File: config.mk
export PLATFORM = sky130hd
export DESIGN_NAME = exec_stage_flat
export DESIGN_NICKNAME = d
export VERILOG_FILES = /design/src/rtl/exec_stage_if.sv /design/src/rtl/exec_stage.sv /design/src/flat_wrapper.sv
export SDC_FILE = /design/constraint.sdc
export NUM_CORES = 1
export LEC_CHECK = 0
export CORE_ASPECT_RATIO = 0.6
export CORE_MARGIN = 3
export CORE_UTILIZATION = 61
export CTS_CLUSTER_DIAMETER = 50
export DETAILED_ROUTE_END_ITERATION = 6
export PLACE_DENSITY = 0.95
export SKIP_LAST_GASP = 1
export SYNTH_ARGS = -nofsm -noshare
export SYNTH_HDL_FRONTEND = slang
export SYNTH_SLANG_ARGS = --single-unit
File: constraint.sdc
create_clock -name clk -period 10.9 [get_ports clk]
set_input_delay 2.18 -clock clk [delete_from_list [all_inputs] [get_ports clk]]
set_output_delay 2.18 -clock clk [all_outputs]
set_load 0.01 [all_outputs]
File: src/rtl/exec_stage_if.sv
// Bundle of the execute-stage upstream/downstream handshake and result signals.
// Both sides use valid/ready: a beat transfers on a rising edge where valid && ready; valid must not wait on ready.
interface exec_stage_if;
    logic        in_valid;
    logic        in_ready;
    logic        RegWrite;
    logic [3:0]  ALUCntl;
    logic [31:0] rs_data;
    logic [31:0] rt_data;
    logic [4:0]  rd_addr;
    logic        out_valid;
    logic        out_ready;
    logic [31:0] out_result;
    logic [4:0]  out_rd;
    logic        out_regwrite;
    logic        out_ovf;
    logic        out_zero;
    logic [15:0] retired;

    modport master (
        output in_valid, RegWrite, ALUCntl, rs_data, rt_data, rd_addr, out_ready,
        input  in_ready, out_valid, out_result, out_rd, out_regwrite, out_ovf, out_zero, retired
    );

    modport slave (
        input  in_valid, RegWrite, ALUCntl, rs_data, rt_data, rd_addr, out_ready,
        output in_ready, out_valid, out_result, out_rd, out_regwrite, out_ovf, out_zero, retired
    );
endinterface

File: src/rtl/exec_stage.sv
// Two-stage ALU execute pipeline: S1 latches operands/control, S2 latches the result.
// Includes overflow and zero flags, write-enable qualification and a saturating retire counter.
module exec_stage (
    input  logic         clk,
    input  logic         rst_n,
    exec_stage_if.slave  bus
);
    logic        r_s1_valid;
    logic        r_s1_regwrite;
    logic [3:0]  r_s1_alucntl;
    logic [31:0] r_s1_rs;
    logic [31:0] r_s1_rt;
    logic [4:0]  r_s1_rd;

    logic        r_s2_valid;
    logic [31:0] r_out_result;
    logic [4:0]  r_out_rd;
    logic        r_out_regwrite;
    logic        r_out_ovf;
    logic        r_out_zero;
    logic [15:0] r_retired;

    logic        w_out_xfer;
    logic        w_s1_adv;
    logic        w_in_ready;
    logic        w_in_xfer;
    logic [31:0] w_sum;
    logic [31:0] w_diff;
    logic [31:0] w_alu_res;
    logic        w_ovf;
    logic        w_legal;
    logic        w_regwrite;

    assign w_out_xfer = r_s2_valid && bus.out_ready;
    assign w_s1_adv   = r_s1_valid && (!r_s2_valid || w_out_xfer);
    assign w_in_ready = !r_s1_valid || w_s1_adv;
    assign w_in_xfer  = bus.in_valid && w_in_ready;

    assign w_sum  = r_s1_rs + r_s1_rt;
    assign w_diff = r_s1_rs - r_s1_rt;

    always_comb begin
        w_alu_res = 32'd0;
        w_ovf     = 1'b0;
        w_legal   = 1'b1;
        case (r_s1_alucntl)
            4'b1010: begin
                w_alu_res = w_sum;
                // Signed overflow: like-signed operands giving an opposite-signed sum.
                w_ovf = (r_s1_rs[31] == r_s1_rt[31]) && (w_sum[31] != r_s1_rs[31]);
            end
            4'b0010: w_alu_res = w_sum;
            4'b1110: begin
                w_alu_res = w_diff;
                w_ovf = (r_s1_rs[31] != r_s1_rt[31]) && (w_diff[31] != r_s1_rs[31]);
            end
            4'b0110: w_alu_res = w_diff;
            4'b0000: w_alu_res = r_s1_rs & r_s1_rt;
            4'b0001: w_alu_res = r_s1_rs | r_s1_rt;
            4'b0011: w_alu_res = r_s1_rs ^ r_s1_rt;
            4'b1100: w_alu_res = ~(r_s1_rs | r_s1_rt);
            4'b0101: w_alu_res = {31'd0, $signed(r_s1_rs) < $signed(r_s1_rt)};
            4'b1111: w_alu_res = {31'd0, r_s1_rs < r_s1_rt};
            default: w_legal = 1'b0;
        endcase
    end

    assign w_regwrite = r_s1_regwrite && !w_ovf && (r_s1_rd != 5'd0) && w_legal;

    always_ff @(posedge clk) begin
        if (!rst_n) begin
            r_s1_valid     <= 1'b0;
            r_s1_regwrite  <= 1'b0;
            r_s1_alucntl   <= 4'd0;
            r_s1_rs        <= 32'd0;
            r_s1_rt        <= 32'd0;
            r_s1_rd        <= 5'd0;
            r_s2_valid     <= 1'b0;
            r_out_result   <= 32'd0;
            r_out_rd       <= 5'd0;
            r_out_regwrite <= 1'b0;
            r_out_ovf      <= 1'b0;
            r_out_zero     <= 1'b0;
            r_retired      <= 16'd0;
        end else begin
            // A new instruction may enter S1 in the same cycle its previous occupant moves on.
            if (w_in_xfer) begin
                r_s1_valid    <= 1'b1;
                r_s1_regwrite <= bus.RegWrite;
                r_s1_alucntl  <= bus.ALUCntl;
                r_s1_rs       <= bus.rs_data;
                r_s1_rt       <= bus.rt_data;
                r_s1_rd       <= bus.rd_addr;
            end else if (w_s1_adv) begin
                r_s1_valid <= 1'b0;
            end

            if (w_s1_adv) begin
                r_s2_valid     <= 1'b1;
                r_out_result   <= w_alu_res;
                r_out_rd       <= r_s1_rd;
                r_out_regwrite <= w_regwrite;
                r_out_ovf      <= w_ovf;
                r_out_zero     <= (w_alu_res == 32'd0);
            end else if (w_out_xfer) begin
                r_s2_valid <= 1'b0;
            end

            if (w_out_xfer && (r_retired != 16'hFFFF)) begin
                r_retired <= r_retired + 16'd1;
            end
        end
    end

    assign bus.in_ready     = w_in_ready;
    assign bus.out_valid    = r_s2_valid;
    assign bus.out_result   = r_out_result;
    assign bus.out_rd       = r_out_rd;
    assign bus.out_regwrite = r_out_regwrite;
    assign bus.out_ovf      = r_out_ovf;
    assign bus.out_zero     = r_out_zero;
    assign bus.retired      = r_retired;
endmodule

File: src/flat_wrapper.sv
// flat-port wrapper written by rule: the top's interface ports become plain ports
module exec_stage_flat 
  (clk, rst_n, bus_in_valid, bus_RegWrite, bus_ALUCntl, bus_rs_data, bus_rt_data, bus_rd_addr, bus_out_ready, bus_in_ready, bus_out_valid, bus_out_result, bus_out_rd, bus_out_regwrite, bus_out_ovf, bus_out_zero, bus_retired);
  exec_stage_if bus_i ();
  input  logic clk;
  input  logic rst_n;
  input wire logic [$bits(bus_i.in_valid)-1:0] bus_in_valid;
  input wire logic [$bits(bus_i.RegWrite)-1:0] bus_RegWrite;
  input wire logic [$bits(bus_i.ALUCntl)-1:0] bus_ALUCntl;
  input wire logic [$bits(bus_i.rs_data)-1:0] bus_rs_data;
  input wire logic [$bits(bus_i.rt_data)-1:0] bus_rt_data;
  input wire logic [$bits(bus_i.rd_addr)-1:0] bus_rd_addr;
  input wire logic [$bits(bus_i.out_ready)-1:0] bus_out_ready;
  output wire logic [$bits(bus_i.in_ready)-1:0] bus_in_ready;
  output wire logic [$bits(bus_i.out_valid)-1:0] bus_out_valid;
  output wire logic [$bits(bus_i.out_result)-1:0] bus_out_result;
  output wire logic [$bits(bus_i.out_rd)-1:0] bus_out_rd;
  output wire logic [$bits(bus_i.out_regwrite)-1:0] bus_out_regwrite;
  output wire logic [$bits(bus_i.out_ovf)-1:0] bus_out_ovf;
  output wire logic [$bits(bus_i.out_zero)-1:0] bus_out_zero;
  output wire logic [$bits(bus_i.retired)-1:0] bus_retired;
  assign bus_i.in_valid = bus_in_valid;
  assign bus_i.RegWrite = bus_RegWrite;
  assign bus_i.ALUCntl = bus_ALUCntl;
  assign bus_i.rs_data = bus_rs_data;
  assign bus_i.rt_data = bus_rt_data;
  assign bus_i.rd_addr = bus_rd_addr;
  assign bus_i.out_ready = bus_out_ready;
  assign bus_in_ready = bus_i.in_ready;
  assign bus_out_valid = bus_i.out_valid;
  assign bus_out_result = bus_i.out_result;
  assign bus_out_rd = bus_i.out_rd;
  assign bus_out_regwrite = bus_i.out_regwrite;
  assign bus_out_ovf = bus_i.out_ovf;
  assign bus_out_zero = bus_i.out_zero;
  assign bus_retired = bus_i.retired;
  exec_stage u_core (.clk(clk), .rst_n(rst_n), .bus(bus_i));
endmodule
* Word level (Yosys, flattened, before mapping)
Cells that the tools add are included.
** Word-level totals
- Output and inout port bits :: 58
- Logic and storage cells :: 65
- Input port bits :: 78
- Flip-flop bits (word level) :: 132
** Operators by class
- Add/sub/neg operators :: 3
- Reduce and logical (&&, ||, !) cells :: 22
- Bitwise logic cells :: 4
- Order comparisons :: 2
- Muxes and demuxes :: 7
- Equal/unequal tests :: 14
** Operators by type and width (number)
- 32-bit one-hot mux with 8 select lines :: 1
- 32-bit < comparator :: 2
- 32-bit adder :: 1
- 32-bit AND :: 1
- 32-bit zero test :: 1
- 32-bit NOT :: 1
- 32-bit OR :: 1
- 32-bit subtractor :: 1
- 32-bit XOR :: 1
- 16-bit by 1-bit adder with 16-bit output (second input constant) :: 1
- 4-bit == test (second input constant) :: 4
- 16-bit inequality test (second input constant) :: 1
- 10-bit OR reduction :: 1
- 1-bit logical AND :: 9
- 4-bit by 2-bit == test with 1-bit output (second input constant) :: 2
- 4-bit by 3-bit == test with 1-bit output (second input constant) :: 2
- 1-bit two-way mux :: 5
- 5-bit nonzero test :: 1
- 4-bit by 1-bit == test with 1-bit output (second input constant) :: 1
- 4-bit zero test :: 1
- 2-bit nonzero test :: 2
- 2-bit OR reduction :: 2
- 1-bit zero test :: 3
- 1-bit inequality test :: 3
- other kinds (3) :: 4

* Depth between registers and ports, before layout
- Depth after elaboration :: 8
- Gate-level depth with buffers :: 16
- Gate-level depth less buffers :: 16

* Worst setup path after synthesis
OpenSTA, ideal clock, no wires.
- Path type :: input to output
- Start point :: input bus_out_ready
- End point :: output bus_in_ready
- Data arrival time :: 2.532 ns
- Stages on the path :: 2
- Data required time :: 8.720 ns
- Path buffers :: 0
- Slack :: 6.188 ns
- Cell sequence :: nor2b_1 > nand2_1
** Between the ends
- Cells in the longest elaborated chain, start to end :: 4
** RTL lines
- start, declared :: RTL line flat_wrapper.sv:13 : input wire logic [$bits(bus_i.out_ready)-1:0] bus_out_ready;
- 1-bit logical AND :: RTL line exec_stage.sv:34 : assign w_out_xfer = r_s2_valid && bus.out_ready;
- 1-bit logical OR :: RTL line exec_stage.sv:35 : assign w_s1_adv = r_s1_valid && (!r_s2_valid || w_out_xfer);
- 1-bit logical AND :: RTL line exec_stage.sv:35
- 1-bit logical OR :: RTL line exec_stage.sv:36 : assign w_in_ready = !r_s1_valid || w_s1_adv;
- end, declared :: RTL line flat_wrapper.sv:14 : output wire logic [$bits(bus_i.in_ready)-1:0] bus_in_ready;
Every way passes these cells.

* Final worst setup path
Same ends and word-level chain as after synthesis.

==> results.md <==
- The run finished with clean final reports.
- Counting cells, the worst reg-to-reg path comes to 14.
- Buffers placed on the I/O ports in this run total 135.
- The via count of the first global-routing pass came to 10.12k.
- The largest family of logic cells by synthesized area is compound AO/OA/AOI/OAI gates.
- The cell area power density is 123.8 nW/um^2.
- Headroom to the max-slew limit came out at 17.22%.
- The worst-skew pair later-pin latency is 0.45 ns.
- The critical path class is in -> out.
- The congestion estimate from routability-driven global placement came to 1.024.
- During synthesis, Yosys emitted a total of 0 warnings.
- The area growth from synthesis to layout is 18.77%.
- The share of synthesized flip-flops with an asynchronous set or reset is 0%.
- Total power for the finished layout comes to 1.545 mW.
- The register-to-register setup slack is 6.26 ns.
- The category of the worst setup path capture point is an output port.
- The first global-routing pass estimated 56.30 mm of wire.
- The first routing iteration left 1,666 violations.
- The maximum buffer depth of the clock tree is 2.
- The fraction of final layout cells with drive strength greater than 1 is 5.177%.
- The critical path startpoint category is an input port.
- The critical path goes through clkdlybuf4s50_1, nor2b_1, nand2_1, clkdlybuf4s50_1.
- For this design, the sink count on the clock tree is 132.
- Entering global routing, the biggest net connects 75 pins.
- In this run switching power makes up 35.47% of total power.
- After Yosys synthesis, full adders, half adders and majority gates account for 13.96% of the synthesized area.
- The sum of negative setup slack is 0 ns.
- The number of iterations in the first detailed-routing pass is 6.
- Global routing used 37.56% of the available tracks.
- In the synthesized netlist the dominant register cell turns out to be dfxtp_1.
- After clock tree synthesis, the clock-pin slew on the worst setup and hold paths is 0.07 ns.
- Of all cell types, the one taking the most synthesized area is dfxtp_1.
- After detailed routing, the average wire length per cell comes to 20.82 um.
- The maximum level of the CTS H-tree is 4.
- Setup repair after global routing left no endpoint under its margin.
- The area fraction in compound gates after synthesis is 28.19%.
- Counting the fill cells in the layout gives 1,222.
- 136 I/O pins were placed.
- The max-slew violation total from the final report came to 0.
- The largest stage delay on the critical path is 0.54 ns.
- The capturing element of the worst setup path is bus_in_ready.
- The endpoint of the lowest-slack register-to-register path is u_core.bus.out_zero.
- The worst path meets setup with 4.993 ns of slack.
- The worst hold path begins at u_core.bus.out_rd[1].
- Tracing the worst setup path back leads to its startpoint at bus_out_ready.
- The routed design could run at a clock period as short as 5.907 ns.
- The floorplan core area is 16,530 um^2.
- The analysis attributes to net switching a power of 0.5481 mW.
- The clock network is responsible for 38.7% of the overall power.
- The setup skew after layout is 0.009283 ns.
- In this run, flip-flops and latches consume 34.5% of the power.
- The CTS buffer count is 17.
- The number of flops mapped to enable cells by yosys is 0.
- The synthesized netlist devotes 21.33% of its cell area to simple gates.
- The netlist area before placement is 10,510 um^2.
- In this run the static leakage power is 5.004 nW.
- The height of the die is 107.7 um.
- The number of hold buffers added after cts is 0.
- The type of the worst min-delay path is reg -> reg.
- The area share of the largest cell type after synthesis is 25.15%.
- Data on the critical path arrives at its endpoint at 3.73 ns.
- The antenna diode count is 0.
- The placement row count is 36.
- The DRC violation count after routing is 0.
- The setup slack at placement is 4.908 ns.
- The half-perimeter wire length of the detailed placement result is 26.63 mm.
- The internal portion of the total power is 0.9972 mW.
- The number of failing hold endpoints at the final stage is 0.
- After synthesis, the netlist uses 82 different library cells.
- By area the synthesized netlist is led by dfxtp_1 25%, ha_1 14%, nand2_1 9.0%.
- The count of mapped cells out of synthesis is 1,436.
- The sequential-to-total area share from yosys stat is 25.15%.
- Hold timing on the final database bottoms out at a slack of 0.4644 ns.
- After detailed routing, the number of vias per cell comes to 6.491.
- Summed over all layers, the routed wires come to 36.52 mm.
- The maximum net fanout on the critical path is 5.
- The max-capacitance violation count is 0.
- The effective utilization at floorplan is 63.56%.
- After Yosys synthesis, XOR and XNOR cells account for 3.001% of the synthesized area.
- The highest attainable clock frequency is 0.1693 GHz.
- The die covers 18,890 um^2.
- The number of antenna violations at the first check in global routing is 0.
- For this run, the share of the core covered by cells in the final layout is 75.48%.
- The net count of the finished layout is 1,707.
- The floorplan step set the die width to 175.4 um.
- Setup violations remaining at the end of the flow were counted as 0.
- The number of setup buffers added after CTS is 0.
- The slowest stage of the critical path belongs to the cell clkdlybuf4s50_1.
- Gates resized during post-CTS repair numbered 0.
- The flip-flop and latch count after synthesis is 132.
- Counting every net in the synthesized netlist gives 1,630.
- The fraction of synthesized area in multiplexers is 1.441%.
- In this run the clock root is driven by a clkbuf_16.
- Data on the critical path is required at its endpoint by 8.72 ns.
- In the layout the commonest cells are 251 x nand2_1, 153 x a21oi_1, 135 x clkdlybuf4s50_1.
- TritonCTS built the clock tree.
- The total grt overflow is 0.
- The library cell used most frequently in the layout, excluding fill and tap cells, is nand2_1.
- The share of total power dissipated in combinational logic is 26.8%.
- IR analysis of the VDD net gives a maximum drop of 0.00009537 V.
- The routed layout has 11.39k vias.
- A synthesized cell averages 7.316 um^2.
- Of the available clock period, the critical path in the final layout requires 54.19%.
- The cell with the most instances on the worst path is clkdlybuf4s50_1.
- The slew at the pin closest to its max-slew limit is 1.210 ns.
- The residual antenna-violating net count after detailed routing is 0.
- The startpoint identified for the worst register-to-register timing path is u_core.r_s1_rs[1].
per-stage QoR:
step / instances / cell area, um^2
floorplan: 1436 / 10510
global placement: 1722 / 11880
detailed placement: 1722 / 11880
CTS: 1754 / 12480
global route: 1754 / 12480
finish: 1754 / 12480
worst min-delay path by stage:
| stage | endpoint | cells after the start |
|---|---|---|
| 2_1_floorplan | u_core.r_s1_regwrite | 2 |
| 3_3_place_gp | u_core.bus.out_rd[4] | 2 |
| 3_5_place_dp | u_core.bus.out_rd[2] | 2 |
| 4_1_cts | u_core.bus.out_rd[2] | 2 |
| 5_1_grt | u_core.bus.out_rd[2] | 2 |
| 6_report | u_core.bus.out_rd[1] | 2 |
area by class of cell:
type | instances | area [um^2] | share of cell area (%)
Clock inverter | 14 | 157.7 | 1.263
Timing Repair Buffer | 146 | 1434 | 11.49
Multi-Input combinational cell | 1118 | 7152 | 57.31
Sequential cell | 132 | 2643 | 21.18
Tap cell | 228 | 285.3 | 2.286
Inverter | 98 | 367.9 | 2.948
Clock buffer | 18 | 439.2 | 3.520
worst max-delay path: cells and delay by family:
kind,cells,cell delay [ns]
buffers and inverters,2,0.96
and+or+nand+nor,2,0.59
sequential cells by signal, summed over array words and instances, names as in the netlist:
signal / cells
u_core.bus.out_regwrite: 1
u_core.bus.out_ovf: 1
u_core.r_s1_valid: 1
u_core.r_s1_rt: 32
u_core.bus.out_result: 32
u_core.r_s1_rs: 32
u_core.bus.retired: 16
u_core.r_s1_alucntl: 4
u_core.r_s1_regwrite: 1
u_core.bus.out_zero: 1
u_core.bus.out_rd: 5
u_core.r_s1_rd: 5
u_core.bus.out_valid: 1
kinds of logic after synthesis:
| family | count (synthesis) |
|---|---|
| compound gates | 442 |
| simple gates | 509 |
| flops | 132 |
| xor+xnor | 36 |
| mux | 15 |
| fa+ha+maj | 116 |
| buf+inv | 186 |
power groups by stage:
| stage | clock (mW) | combinational, mW | sequential [mW] |
|---|---|---|---|
| global route | 0.617 | 0.440 | 0.536 |
| floorplan | 0 | 0.258 | 0.539 |
| CTS | 0.595 | 0.396 | 0.532 |
| global placement | 0 | 0.383 | 0.540 |
| detailed placement | 0 | 0.392 | 0.543 |
| finish | 0.598 | 0.413 | 0.533 |
synthesized netlist by cell type, types with 16 or more instances:
master	number
nand2_1	252
a21boi_0	16
inv_1	92
o211ai_1	17
a211oi_1	30
clkbuf_1	55
nor2_1	117
xnor2_1	24
o21ai_0	63
ha_1	114
a21oi_1	153
nor3_1	22
nand3_1	22
buf_2	21
dfxtp_1	132
routing by layer:
metal	global-route usage (%)	vias to the layer above	wire length, um
li1	-	5202	-
met1	56.21	5273	16480
met2	51.51	816	13910
met3	12.61	95	5367
met4	8.187	0	765
met5	0	-	0
No activity file was read; power rests on OpenSTA's default activity.
